`config.mk`:
```
export PLATFORM = sky130hd
export DESIGN_NAME = dfe_out_capture_flat
export DESIGN_NICKNAME = d
export VERILOG_FILES = /design/src/rtl/dfe_pkg.sv /design/src/rtl/dfe_out_capture_if.sv /design/src/rtl/dfe_sync_fifo.sv /design/src/rtl/dfe_out_capture.sv /design/src/flat_wrapper.sv
export SDC_FILE = /design/constraint.sdc
export NUM_CORES = 1
export LEC_CHECK = 0
export ABC_CLOCK_PERIOD_IN_PS = 3900
export CAP_MARGIN = 25
export CORE_UTILIZATION = 44
export DETAILED_ROUTE_END_ITERATION = 7
export PLACE_DENSITY = 0.65
export RECOVER_POWER = 50
export SLEW_MARGIN = 20
export SYNTH_ARGS = -nofsm -noshare
export SYNTH_HDL_FRONTEND = slang
export SYNTH_SLANG_ARGS = --single-unit
```
`constraint.sdc`:
```
create_clock -name clk -period 3.9 [get_ports clk]
set_input_delay 0.585 -clock clk [delete_from_list [all_inputs] [get_ports clk]]
set_output_delay 0.585 -clock clk [all_outputs]
set_load 0.01 [all_outputs]
```
`src/rtl/dfe_pkg.sv`:
```
// Shared definitions for the DFE output capture block: FSM state encoding,
// default widths and the bit positions of the chain overflow/underflow flags.
package dfe_pkg;

  typedef enum logic [1:0] {
    ST_IDLE    = 2'd0,
    ST_SKIP    = 2'd1,
    ST_CAPTURE = 2'd2,
    ST_DONE    = 2'd3
  } state_t;

  localparam int DFE_DATA_WIDTH = 16;
  localparam int DFE_N_FLAGS    = 10;

  // Bit positions of flags_in / sticky_flags
  localparam int FLAG_IIR_2_4_OVF  = 0;
  localparam int FLAG_IIR_2_4_UDF  = 1;
  localparam int FLAG_IIR_2_OVF    = 2;
  localparam int FLAG_IIR_2_UDF    = 3;
  localparam int FLAG_IIR_1_OVF    = 4;
  localparam int FLAG_IIR_1_UDF    = 5;
  localparam int FLAG_FRAC_DEC_OVF = 6;
  localparam int FLAG_FRAC_DEC_UDF = 7;
  localparam int FLAG_CIC_OVF      = 8;
  localparam int FLAG_CIC_UDF      = 9;

endpackage

```
`src/rtl/dfe_out_capture_if.sv`:
```
// Control, sample-input, buffer-read and status signals of dfe_out_capture.
// The slave modport is the capture block; master is whoever drives and reads it.
interface dfe_out_capture_if
  import dfe_pkg::*;
#(
  parameter int DATA_WIDTH = DFE_DATA_WIDTH,
  parameter int FIFO_DEPTH = 64,
  parameter int CNT_WIDTH  = 16,
  parameter int N_FLAGS    = DFE_N_FLAGS
);

  logic                          start;
  logic [CNT_WIDTH-1:0]          skip_len;
  logic [CNT_WIDTH-1:0]          capture_len;
  logic                          valid_in;
  logic [DATA_WIDTH-1:0]         data_in;
  logic [N_FLAGS-1:0]            flags_in;
  logic                          m_valid;
  logic [DATA_WIDTH-1:0]         m_data;
  logic                          m_ready;
  logic                          busy;
  logic                          done;
  logic [$clog2(FIFO_DEPTH):0]   level;
  logic [CNT_WIDTH-1:0]          stored_cnt;
  logic [CNT_WIDTH-1:0]          drop_cnt;
  logic [N_FLAGS-1:0]            sticky_flags;

  modport master (
    output start, skip_len, capture_len, valid_in, data_in, flags_in, m_ready,
    input  m_valid, m_data, busy, done, level, stored_cnt, drop_cnt, sticky_flags
  );

  modport slave (
    input  start, skip_len, capture_len, valid_in, data_in, flags_in, m_ready,
    output m_valid, m_data, busy, done, level, stored_cnt, drop_cnt, sticky_flags
  );

endinterface

```
`src/rtl/dfe_sync_fifo.sv`:
```
// First-word-fall-through synchronous FIFO with occupancy output.
// A push into a full FIFO is accepted only when a pop happens in the same cycle.
module dfe_sync_fifo #(
  parameter int DEPTH = 64,
  parameter int WIDTH = 16
) (
  input  logic                     clk,
  input  logic                     rst,
  input  logic                     i_push,
  input  logic [WIDTH-1:0]         i_data,
  input  logic                     i_pop,
  output logic [WIDTH-1:0]         o_data,
  output logic                     o_empty,
  output logic                     o_full,
  output logic [$clog2(DEPTH):0]   o_level
);

  localparam int AW = $clog2(DEPTH);

  logic [WIDTH-1:0] r_mem [DEPTH];
  logic [AW:0]      r_wr;
  logic [AW:0]      r_rd;
  logic             w_do_pop;
  logic             w_do_push;

  // Pointers carry one extra wrap bit so full and empty are distinguishable
  assign o_empty   = (r_wr == r_rd);
  assign o_full    = (r_wr[AW] != r_rd[AW]) && (r_wr[AW-1:0] == r_rd[AW-1:0]);
  assign o_level   = r_wr - r_rd;
  assign o_data    = r_mem[r_rd[AW-1:0]];
  assign w_do_pop  = i_pop && !o_empty;
  assign w_do_push = i_push && (!o_full || w_do_pop);

  always_ff @(posedge clk) begin
    if (rst) begin
      r_wr <= '0;
      r_rd <= '0;
    end else begin
      if (w_do_push) r_wr <= r_wr + 1'b1;
      if (w_do_pop)  r_rd <= r_rd + 1'b1;
    end
  end

  always_ff @(posedge clk) begin
    if (w_do_push) r_mem[r_wr[AW-1:0]] <= i_data;
  end

endmodule

```
`src/rtl/dfe_out_capture.sv`:
```
// Captures a window of DFE chain output samples into a FWFT buffer after an
// optional settling skip, tracking stored/dropped counts and sticky chain flags.
module dfe_out_capture
  import dfe_pkg::*;
#(
  parameter int DATA_WIDTH = DFE_DATA_WIDTH,
  parameter int FIFO_DEPTH = 64,
  parameter int CNT_WIDTH  = 16,
  parameter int N_FLAGS    = DFE_N_FLAGS
) (
  input  logic              clk,
  input  logic              rst,
  dfe_out_capture_if.slave  bus
);

  localparam int                   AW      = $clog2(FIFO_DEPTH);
  localparam logic [CNT_WIDTH-1:0] CNT_ONE = CNT_WIDTH'(1);
  localparam logic [CNT_WIDTH-1:0] CNT_MAX = '1;

  state_t               r_state;
  state_t               w_next;
  logic [CNT_WIDTH-1:0] r_skip;
  logic [CNT_WIDTH-1:0] r_cap_len;
  logic [CNT_WIDTH-1:0] r_taken;
  logic [CNT_WIDTH-1:0] r_stored;
  logic [CNT_WIDTH-1:0] r_drop;
  logic [N_FLAGS-1:0]   r_sticky;

  logic                  w_busy;
  logic                  w_done;
  logic                  w_accept;
  logic                  w_empty;
  logic                  w_full;
  logic                  w_pop;
  logic                  w_room;
  logic                  w_sample;
  logic                  w_push;
  logic                  w_drop;
  logic                  w_last;
  logic [AW:0]           w_level;
  logic [DATA_WIDTH-1:0] w_head;

  // A full buffer still has room when the reader frees a slot this cycle
  assign w_pop    = bus.m_ready && !w_empty;
  assign w_room   = !w_full || w_pop;
  assign w_sample = (r_state == ST_CAPTURE) && bus.valid_in;
  assign w_push   = w_sample && w_room;
  assign w_drop   = w_sample && !w_room;
  assign w_last   = w_sample && (r_cap_len != '0) && (r_taken == r_cap_len - CNT_ONE);
  assign w_accept = (r_state == ST_IDLE) && bus.start;

  always_comb begin
    w_next = r_state;
    w_busy = 1'b0;
    w_done = 1'b0;
    unique case (r_state)
      ST_IDLE: begin
        if (bus.start) w_next = (bus.skip_len == '0) ? ST_CAPTURE : ST_SKIP;
      end
      ST_SKIP: begin
        w_busy = 1'b1;
        if (bus.valid_in && (r_skip == CNT_ONE)) w_next = ST_CAPTURE;
      end
      ST_CAPTURE: begin
        w_busy = 1'b1;
        if (w_last) w_next = ST_DONE;
      end
      ST_DONE: begin
        w_done = 1'b1;
        w_next = ST_IDLE;
      end
      default: w_next = ST_IDLE;
    endcase
  end

  always_ff @(posedge clk) begin
    if (rst) r_state <= ST_IDLE;
    else     r_state <= w_next;
  end

  always_ff @(posedge clk) begin
    if (rst) begin
      r_skip    <= '0;
      r_cap_len <= '0;
      r_taken   <= '0;
      r_stored  <= '0;
      r_drop    <= '0;
      r_sticky  <= '0;
    end else if (w_accept) begin
      r_skip    <= bus.skip_len;
      r_cap_len <= bus.capture_len;
      r_taken   <= '0;
      r_stored  <= '0;
      r_drop    <= '0;
      r_sticky  <= '0;
    end else begin
      if ((r_state == ST_SKIP) && bus.valid_in) r_skip <= r_skip - CNT_ONE;
      if (w_sample)                     r_taken  <= r_taken + CNT_ONE;
      if (w_push && (r_stored != CNT_MAX)) r_stored <= r_stored + CNT_ONE;
      if (w_drop && (r_drop != CNT_MAX))   r_drop   <= r_drop + CNT_ONE;
      if (w_busy)                       r_sticky <= r_sticky | bus.flags_in;
    end
  end

  dfe_sync_fifo #(
    .DEPTH (FIFO_DEPTH),
    .WIDTH (DATA_WIDTH)
  ) u_fifo (
    .clk     (clk),
    .rst     (rst),
    .i_push  (w_push),
    .i_data  (bus.data_in),
    .i_pop   (w_pop),
    .o_data  (w_head),
    .o_empty (w_empty),
    .o_full  (w_full),
    .o_level (w_level)
  );

  assign bus.m_valid      = !w_empty;
  assign bus.m_data       = w_head;
  assign bus.busy         = w_busy;
  assign bus.done         = w_done;
  assign bus.level        = w_level;
  assign bus.stored_cnt   = r_stored;
  assign bus.drop_cnt     = r_drop;
  assign bus.sticky_flags = r_sticky;

endmodule

```
`src/flat_wrapper.sv`:
```
// flat-port wrapper written by rule: the top's interface ports become plain ports
module dfe_out_capture_flat import dfe_pkg::*;
#(
  parameter int DATA_WIDTH = DFE_DATA_WIDTH,
  parameter int FIFO_DEPTH = 64,
  parameter int CNT_WIDTH  = 16,
  parameter int N_FLAGS    = DFE_N_FLAGS
)
  (clk, rst, bus_start, bus_skip_len, bus_capture_len, bus_valid_in, bus_data_in, bus_flags_in, bus_m_ready, bus_m_valid, bus_m_data, bus_busy, bus_done, bus_level, bus_stored_cnt, bus_drop_cnt, bus_sticky_flags);
  dfe_out_capture_if #(.DATA_WIDTH(DATA_WIDTH), .FIFO_DEPTH(FIFO_DEPTH), .CNT_WIDTH(CNT_WIDTH), .N_FLAGS(N_FLAGS)) bus_i ();
  input  logic clk;
  input  logic rst;
  input wire logic [$bits(bus_i.start)-1:0] bus_start;
  input wire logic [$bits(bus_i.skip_len)-1:0] bus_skip_len;
  input wire logic [$bits(bus_i.capture_len)-1:0] bus_capture_len;
  input wire logic [$bits(bus_i.valid_in)-1:0] bus_valid_in;
  input wire logic [$bits(bus_i.data_in)-1:0] bus_data_in;
  input wire logic [$bits(bus_i.flags_in)-1:0] bus_flags_in;
  input wire logic [$bits(bus_i.m_ready)-1:0] bus_m_ready;
  output wire logic [$bits(bus_i.m_valid)-1:0] bus_m_valid;
  output wire logic [$bits(bus_i.m_data)-1:0] bus_m_data;
  output wire logic [$bits(bus_i.busy)-1:0] bus_busy;
  output wire logic [$bits(bus_i.done)-1:0] bus_done;
  output wire logic [$bits(bus_i.level)-1:0] bus_level;
  output wire logic [$bits(bus_i.stored_cnt)-1:0] bus_stored_cnt;
  output wire logic [$bits(bus_i.drop_cnt)-1:0] bus_drop_cnt;
  output wire logic [$bits(bus_i.sticky_flags)-1:0] bus_sticky_flags;
  assign bus_i.start = bus_start;
  assign bus_i.skip_len = bus_skip_len;
  assign bus_i.capture_len = bus_capture_len;
  assign bus_i.valid_in = bus_valid_in;
  assign bus_i.data_in = bus_data_in;
  assign bus_i.flags_in = bus_flags_in;
  assign bus_i.m_ready = bus_m_ready;
  assign bus_m_valid = bus_i.m_valid;
  assign bus_m_data = bus_i.m_data;
  assign bus_busy = bus_i.busy;
  assign bus_done = bus_i.done;
  assign bus_level = bus_i.level;
  assign bus_stored_cnt = bus_i.stored_cnt;
  assign bus_drop_cnt = bus_i.drop_cnt;
  assign bus_sticky_flags = bus_i.sticky_flags;
  dfe_out_capture #(.DATA_WIDTH(DATA_WIDTH), .FIFO_DEPTH(FIFO_DEPTH), .CNT_WIDTH(CNT_WIDTH), .N_FLAGS(N_FLAGS)) u_core (.clk(clk), .rst(rst), .bus(bus_i));
endmodule
```
* After elaboration in Yosys (flattened, before gate mapping) *
Memories as Yosys holds them, arrays and structs flattened. A register that Yosys moved wholly into a read port is not among the register bits.
Index checks and enable logic that the tools add are counted.

storage, ports and cells
  RAM bits = 1024
  memories = 1
  logic and storage cells = 71
  register bits = 106
  input bits = 63
  output and inout port bits = 68

memory list
  memory               depth  bits a word  read ports  clocked after memory_dff  wr ports  RTL line             source
  u_core.u_fifo.r_mem  64     16           1           1                         1         dfe_sync_fifo.sv:20  logic [WIDTH-1:0] r_mem [DEPTH];

operators by class
  mux-type cells = 13
  bitwise gates (word level) = 1
  reduce and logical (&&, ||, !) cells = 26
  $add $sub $neg = 8
  eq/ne operators = 13

operators with widths
  cell                                                                      number
  16-bit by 1-bit adder with 16-bit output (second input constant)          3
  16-bit two-way mux                                                        2
  16-bit inequality test (second input constant)                            2
  16-bit by 1-bit subtractor with 16-bit output (second input constant)     2
  16-bit by 1-bit equality test with 1-bit output (second input constant)   1
  16-bit equality test                                                      1
  16-bit zero test                                                          1
  16-bit nonzero test                                                       1
  7-bit by 1-bit adder with 7-bit output (second input constant)            2
  1-bit logical AND                                                         14
  6-bit two-way mux                                                         2
  10-bit bitwise OR                                                         1
  2-bit two-way mux                                                         4
  2-bit case mux with 4 select lines                                        1
  7-bit equality test                                                       1
  7-bit subtractor                                                          1
  6-bit equality test                                                       1
  2-bit equality test (second input constant)                               2
  1-bit two-way mux                                                         4
  2-bit by 1-bit inequality test with 1-bit output (second input constant)  2
  2-bit OR reduction                                                        2
  1-bit zero test                                                           3
  3-bit AND reduction                                                       1
  2-bit by 1-bit equality test with 1-bit output (second input constant)    1
  5 further kinds                                                           6

* Depth between registers and ports, before layout *
Gate-level depths: netlist of the first run.

  depth after elaboration = 8
  mapped depth = 12
  depth with buffers taken out = 10

* Modules after synthesis *
A second synthesis of the first run with hierarchy kept.

second synthesis, totals
  cell total of the unflattened synthesis = 2455
  area total of the unflattened synthesis = 45023.2 µm²

by module, submodules not included
  module           instances  seq. area each (µm²)  area an instance (µm²)  cells each
  dfe_sync_fifo    1          31149.9               40377.5                 1885
  dfe_out_capture  1          1841.8                4645.7                  570

* Worst setup path after synthesis of the first run *
Ideal clock, no wire load.

  kind = register to output
  from = register (tool-made name)
  to = output port bus_m_data[10]
  path slack = 603 ps
  path buffers = 3
  data required time = 3315 ps
  stages on the path, launching flop included = 7
  arrival = 2712 ps
  path through = dfxtp_1 clkbuf_1 clkbuf_1 buf_1 mux4_2 mux4_2 mux4_2

RTL lines
  element        RTL line            source
  end, declared  flat_wrapper.sv:21  output wire logic [$bits(bus_i.m_data)-1:0] bus_m_data;

==> flow_metrics.py, run 1 <==
metrics = {
    "logic_synthesis": {
        "async_flop_share": 0,
        "yosys-top-cells-area": "edfxtp_1 (69%), mux4_2 (17%), dfxtp_1 (5.0%)",
        "syn_inst": 2175,
        "ys.warnings.count": 0,
        "synth_top_area_cell": "edfxtp_1",
        "synth_edf_count": 1024,
        "postSynthAreaPerCell_sq_um": 20.4,
        "yosysMostFrequentCell": "edfxtp_1",
        "ys_seq_elements": 1136,
        "synth_cell_types": 54,
        "yosysSeqAreaShare": 0.742,
        "synth_fp_nets": 2257,
        "ys.flop_type": "edfxtp_1",
        "synth_top_area_share": 0.692,
        "syn_area_sq_mm": 0.0444,
        "synth_common_cells": "edfxtp_1 (1024), mux4_2 (336), nor2_1 (161), dfxtp_1 (112), nand2_1 (79)",
    },
    "floorplanning": {
        "coreArea_sq_mm": 0.100,
        "boundaryPins": 131,
        "rows": 116,
        "fp.dieW_microns": 320,
        "dieArea_sq_mm": 0.102,
        "fp.dieH_microns": 320,
        "start_util": 0.444,
    },
    "routing": {
        "post_drt_wl_per_cell_microns": 28.1,
        "drc": 0,
        "num_vias": 22700,
        "ant_nets": 0,
        "drt_iter0_drc": 2278,
        "drt_wl_total_mm": 109,
        "first_pass_iters": 5,
        "via_per_inst": 5.85,
    },
    "layout": {
        "fillers": 7701,
        "final_area_sq_mm": 0.0527,
        "finalNetCount": 2563,
        "syn_to_final_growth_pct": 18.6,
        "final_cells": 3878,
        "drive_gt1_frac": 0.276,
    },
    "setup_path": {
        "cp-start-kind": "register",
        "setup.worst_path.end_class": "output pin",
        "crit_family": "multiplexers",
        "path_cells": "buf_12 -> buf_16 -> buf_12 -> mux4_2 -> mux4_2 -> mux4_2 -> buf_6",
        "crit_fanout": 6,
        "crit_required_ps": 3310,
        "slowest_stage": "mux4_2",
        "path_buf_inv": 4,
        "crit_type": "reg2out",
        "worst_ep_arrival_time_ps": 3440,
        "slowest_delay_ps": 590,
        "crit_top_cell": "mux4_2",
    },
    "sta": {
        "timing.hold.ws_ps": 459,
        "period_share": 1.03,
        "hold_viol": 0,
        "finalWorstSetupSlack_ps": -128,
        "clock_skew_ps": 33.6,
        "period_minus_slack_ps": 4030,
        "fmax_mhz": 248,
        "max-slew-margin-rel": -1.00,
        "setup_violations": 16,
        "rsz0062_at_grt": "yes",
        "final_max_slew_viol_count": 999,
        "worstMarginPinSlew_ps": 3000,
    },
    "power_and_ir_drop": {
        "leakage_nw": 16.4,
        "pwr-share-seq": 0.473,
        "switching_share": 0.237,
        "combPwrFrac": 0.149,
        "power.density_mw_per_mm2": 543,
        "p_clk_frac": 0.378,
        "power.total_w": 0.0286,
        "peakVddDrop_uv": 427,
        "p_int_w": 0.0219,
        "power.switching_w": 0.00679,
    },
    "place": {
        "dp.cells": 3612,
        "place_congestion": 0.820,
        "portBuffers": 130,
        "placed_area_sq_mm": 0.0481,
        "dp_hpwl_mm": 62.7,
    },
    "clock_network": {
        "clockRootBuffer": "clkbuf_16",
        "cts-hold-fix-buffers": 0,
        "clk_pin_slew_ps": 60,
        "clock-sinks": 1136,
        "cts_buffers": 113,
        "cts_tree": "done",
        "htreeDepth": 3,
        "clock_path_buffers": 3,
        "clk_latency_ps": 700,
    },
    "grt": {
        "grt_pass1_vias": 23300,
        "grt_pass1_wl_mm": 159,
        "overflow": 0,
        "antenna_found_initial": 9,
        "grt_usage": 0.216,
        "grt_max_degree": 65,
    },
    "status": {
        "violations": "max-capacitance violations, max-slew violations, negative setup slack",
        "outcome": "complete, but fails checks",
    },
    "worst_hold_path": {
        "hold_class": "in2reg",
    },
    "run": {
        "cap_violations": 21,
    },
}
metal layers:
layer,vias up,global-route usage,share of wire,wire length [microns]
met5,-,0,0.00053,58
met4,10,0.0740,0.032,3480
li1,9550,-,-,-
met1,12000,0.289,0.40,43300
met3,188,0.0537,0.093,10200
met2,996,0.345,0.48,52200
flip-flops by register name (all words and copies together), names as in the netlist, named ones only:
register / flops
u_core.r_taken: 16
u_core.u_fifo.r_rd: 7
u_core.bus.drop_cnt: 16
u_core.r_skip: 16
u_core.r_state: 2
u_core.bus.sticky_flags: 10
u_core.bus.stored_cnt: 16
u_core.u_fifo.r_wr: 7
u_core.r_cap_len: 16
u_core.u_fifo.r_mem: 1024
per-stage QoR:
stage | util | worst slack [ps] | setup TNS, ps
after floorplan | - | 603 | 0
after global placement | 0.480 | 262 | 0
after detailed placement | 0.480 | 259 | 0
after CTS | 0.526 | -166 | -1820
final | 0.526 | -128 | -1500
after global routing | 0.526 | -199 | -2470
path summary, 6_finish.rpt:
check | from | to | slack [ps] | cells after the start
max | register | bus_m_data[11] | -130 | 7
min | bus_capture_len[11] | u_core.r_cap_len[11] | 460 | 3
max reg2reg | u_core.u_fifo.r_wr[1] | u_core.u_fifo.r_mem[57][2] | 710 | 8
min reg2reg | u_core.bus.sticky_flags[5] | u_core.bus.sticky_flags[5] | 480 | 2
final cells by class:
type	count	area (sq um)	share of cell area
diodes	1	2.50	0.0000475
flip-flops and latches	1136	33000	0.626
repair buffers	303	3320	0.0630
clock buffers	141	3070	0.0582
inverters	21	78.8	0.00150
clock inverters	72	664	0.0126
multi-input cells	906	10900	0.207
well taps	1298	1620	0.0308
power by group through the flow:
| stage | Sequential, W | Combinational (W) | Clock [W] |
|---|---|---|---|
| final | 0.0135 | 0.00428 | 0.0108 |
| after global routing | 0.0136 | 0.00455 | 0.0115 |
| after CTS | 0.0135 | 0.00424 | 0.0110 |
| after detailed placement | 0.0138 | 0.00361 | 0 |
| after global placement | 0.0138 | 0.00352 | 0 |
| after floorplan | 0.0137 | 0.00235 | 0 |
tightest hold or removal path: cells and delay by family:
| kind | cells | cell delay, ps |
|---|---|---|
| compound gates | 1 | 50 |
| buf+inv | 1 | 390 |
| simple gates | 1 | 70 |
repair_timing:
| action | CTS | global route |
|---|---|---|
| gates cloned | 13 | 3 |
| setup buffers | 29 | 10 |
| endpoints found under the setup margin | 17 | 17 |
| resized for setup | 118 | 11 |
cell usage in the layout (no fill, tap or decap), drive strengths merged, types with 2 or more instances in the layout:
master,instances
or4,2
edfxtp,1024
and3,7
ha,18
or2,3
nand2,79
clkinv,50
buf,176
o2111ai,2
xnor2,41
o21ai,16
a21o,2
a211oi,12
nand3b,3
clkbuf,171
o41ai,3
and4,6
nor2,161
dlygate4sd3,13
clkdlybuf4s50,83
o31ai,3
nand4,15
nand3,29
xor2,44
a311oi,6
o31a,2
mux4,336
and2,5
nor2b,2
nor4,10
nor3,17
or3,16
clkinvlp,7
bufinv,9
a21oi,43
mux2i,4
inv,27
dfxtp,112
or3b,2
nand2b,6
kinds of logic after synthesis:
kind of cell	Yosys count	share of synthesized area
adder cells (fa/ha/maj)	19	0.00552
flip-flops	1136	0.742
XOR/XNOR	85	0.0168
AO/OA/AOI/OAI	95	0.0140
buffers and inverters	133	0.0118
multiplexers	341	0.171
AND/OR/NAND/NOR	366	0.0382
No activity file was read; power rests on OpenSTA's default activity.
==> run 2: changes to the inputs <==
--- a/config.mk
+++ b/config.mk
@@ -11,7 +11,7 @@
 export DETAILED_ROUTE_END_ITERATION = 7
 export PLACE_DENSITY = 0.65
 export RECOVER_POWER = 50
-export SLEW_MARGIN = 20
+export SLEW_MARGIN = 25
 export SYNTH_ARGS = -nofsm -noshare
 export SYNTH_HDL_FRONTEND = slang
 export SYNTH_SLANG_ARGS = --single-unit
==> flow_metrics.py, run 2 (synthesized netlist as in run 1, its figures left out) <==
metrics = {
    "grt": {
        "grt_pass1_vias": 23200,
        "antenna_found_initial": 10,
        "grt_pass1_wl_mm": 158,
        "grt_max_degree": 65,
        "grt_usage": 0.215,
        "overflow": 0,
    },
    "run": {
        "cap_violations": 20,
    },
    "setup_path": {
        "worst_ep_arrival_time_ps": 3450,
        "setup.worst_path.end_class": "output pin",
        "cp-start-kind": "register",
        "crit_type": "reg2out",
        "crit_required_ps": 3310,
        "crit_fanout": 20,
    },
    "floorplanning": {
        "rows": 116,
        "dieArea_sq_mm": 0.102,
        "coreArea_sq_mm": 0.100,
        "boundaryPins": 131,
        "fp.dieH_microns": 320,
        "start_util": 0.444,
        "fp.dieW_microns": 320,
    },
    "layout": {
        "syn_to_final_growth_pct": 18.0,
        "largest_reg_flops": 1024,
        "finalNetCount": 2547,
        "final_common_cell": "edfxtp_1",
        "drive_gt1_frac": 0.264,
        "layout_common_cells": "edfxtp_1 (1024), mux4_2 (336), nor2_1 (161)",
        "utilization": 0.524,
        "final_area_sq_mm": 0.0524,
        "fillers": 7727,
    },
    "clock_network": {
        "clock_path_buffers": 3,
        "cts_buffers": 113,
        "clockRootBuffer": "clkbuf_16",
        "clk_latency_ps": 710,
        "clk_pin_slew_ps": 60,
        "cts_tree": "done",
        "cts-hold-fix-buffers": 0,
        "htreeDepth": 3,
        "clock-sinks": 1136,
    },
    "sta": {
        "finalWorstSetupSlack_ps": -131,
        "timing.hold.ws_ps": 469,
        "period_minus_slack_ps": 4030,
        "clock_skew_ps": 57.2,
        "worstMarginPinSlew_ps": 3040,
        "max-slew-margin-rel": -1.03,
        "period_share": 1.03,
        "hold_viol": 0,
        "fmax_mhz": 248,
        "final_max_slew_viol_count": 983,
        "setup_violations": 16,
        "rsz0062_at_grt": "yes",
    },
    "status": {
        "violations": "max-capacitance violations, max-slew violations, negative setup slack",
        "outcome": "complete, but fails checks",
    },
    "routing": {
        "ant_nets": 0,
        "post_drt_wl_per_cell_microns": 28.3,
        "drt_wl_total_mm": 109,
        "drt_iter0_drc": 2654,
        "first_pass_iters": 7,
        "num_vias": 22700,
        "via_per_inst": 5.88,
        "drc": 0,
    },
    "power_and_ir_drop": {
        "power.density_mw_per_mm2": 540,
        "power.total_w": 0.0283,
        "leakage_nw": 16.2,
        "peakVddDrop_uv": 415,
    },
    "place": {
        "place_congestion": 0.820,
        "portBuffers": 130,
        "post-place-ws_ps": 260,
        "dp_hpwl_mm": 62.7,
        "placed_area_sq_mm": 0.0481,
    },
    "worst_hold_path": {
        "hold_class": "reg2reg",
    },
}
run 2: cell types whose count changed in the layout (fill, tap and decap cells not counted), moves of 3 or more:
cell / change
clkinv_2: -11
clkbuf_1: +11
buf_4: -9
buf_16: -3
clkbuf_8: -5
buf_12: +5
clkinvlp_4: -5
clkinv_1: +7
buf_6: -6
run 2: through the flow:
stage | setup TNS [ps] | cells
floorplan | 0 | 2175
global placement | 0 | 3610
detailed placement | 0 | 3611
CTS | -1660 | 3856
global route | -2340 | 3858
finish | -1140 | 3858
run 2: layout make-up:
type	count	area [sq um]	area share
Sequential cell	1136	33000	0.630
Multi-Input combinational cell	906	10900	0.209
Timing Repair Buffer	287	3150	0.0600
Clock buffer	146	3010	0.0575
Tap cell	1298	1620	0.0310
Clock inverter	63	618	0.0118
Inverter	21	78.8	0.00150
Antenna cell	1	2.50	0.0000477
run 2: final timing paths:
| check | start | endpoint | slack, ps | depth (start not counted) |
|---|---|---|---|---|
| max | register | bus_m_data[1] | -130 | 6 |
| min | u_core.bus.sticky_flags[4] | u_core.bus.sticky_flags[4] | 470 | 2 |
| max reg2reg | u_core.u_fifo.r_wr[0] | u_core.u_fifo.r_mem[57][14] | 710 | 9 |
| min reg2reg | u_core.bus.sticky_flags[4] | u_core.bus.sticky_flags[4] | 470 | 2 |
run 2: routing by layer:
layer | global-route usage | share of wire | wire [microns] | vias to the layer above
met5 | 0 | 0.00070 | 76 | -
met4 | 0.0724 | 0.033 | 3600 | 12
met3 | 0.0592 | 0.093 | 10100 | 177
met2 | 0.343 | 0.48 | 52200 | 967
met1 | 0.285 | 0.39 | 43100 | 12000
li1 | - | - | - | 9492
run 2: worst max-delay path: stages (launching register included):
cell and delay (ps):
dfxtp_4 390, buf_12 130, buf_12 210, mux4_2 580, mux4_2 650, mux4_2 600
buf_6 160
run 2: power breakdown:
group / total, W / switching, W / internal (W)
clock: 0.0106 / 0.00453 / 0.00606
sequential: 0.0135 / 0.000130 / 0.0134
combinational: 0.00417 / 0.00200 / 0.00217
total: 0.0283 / 0.00666 / 0.0216
run 2: repair_timing:
item                                    in CTS  in global routing
cloned                                      15                  2
buffers inserted                            21                  1
endpoints found under the setup margin      17                 17
resized for setup                          112                  7
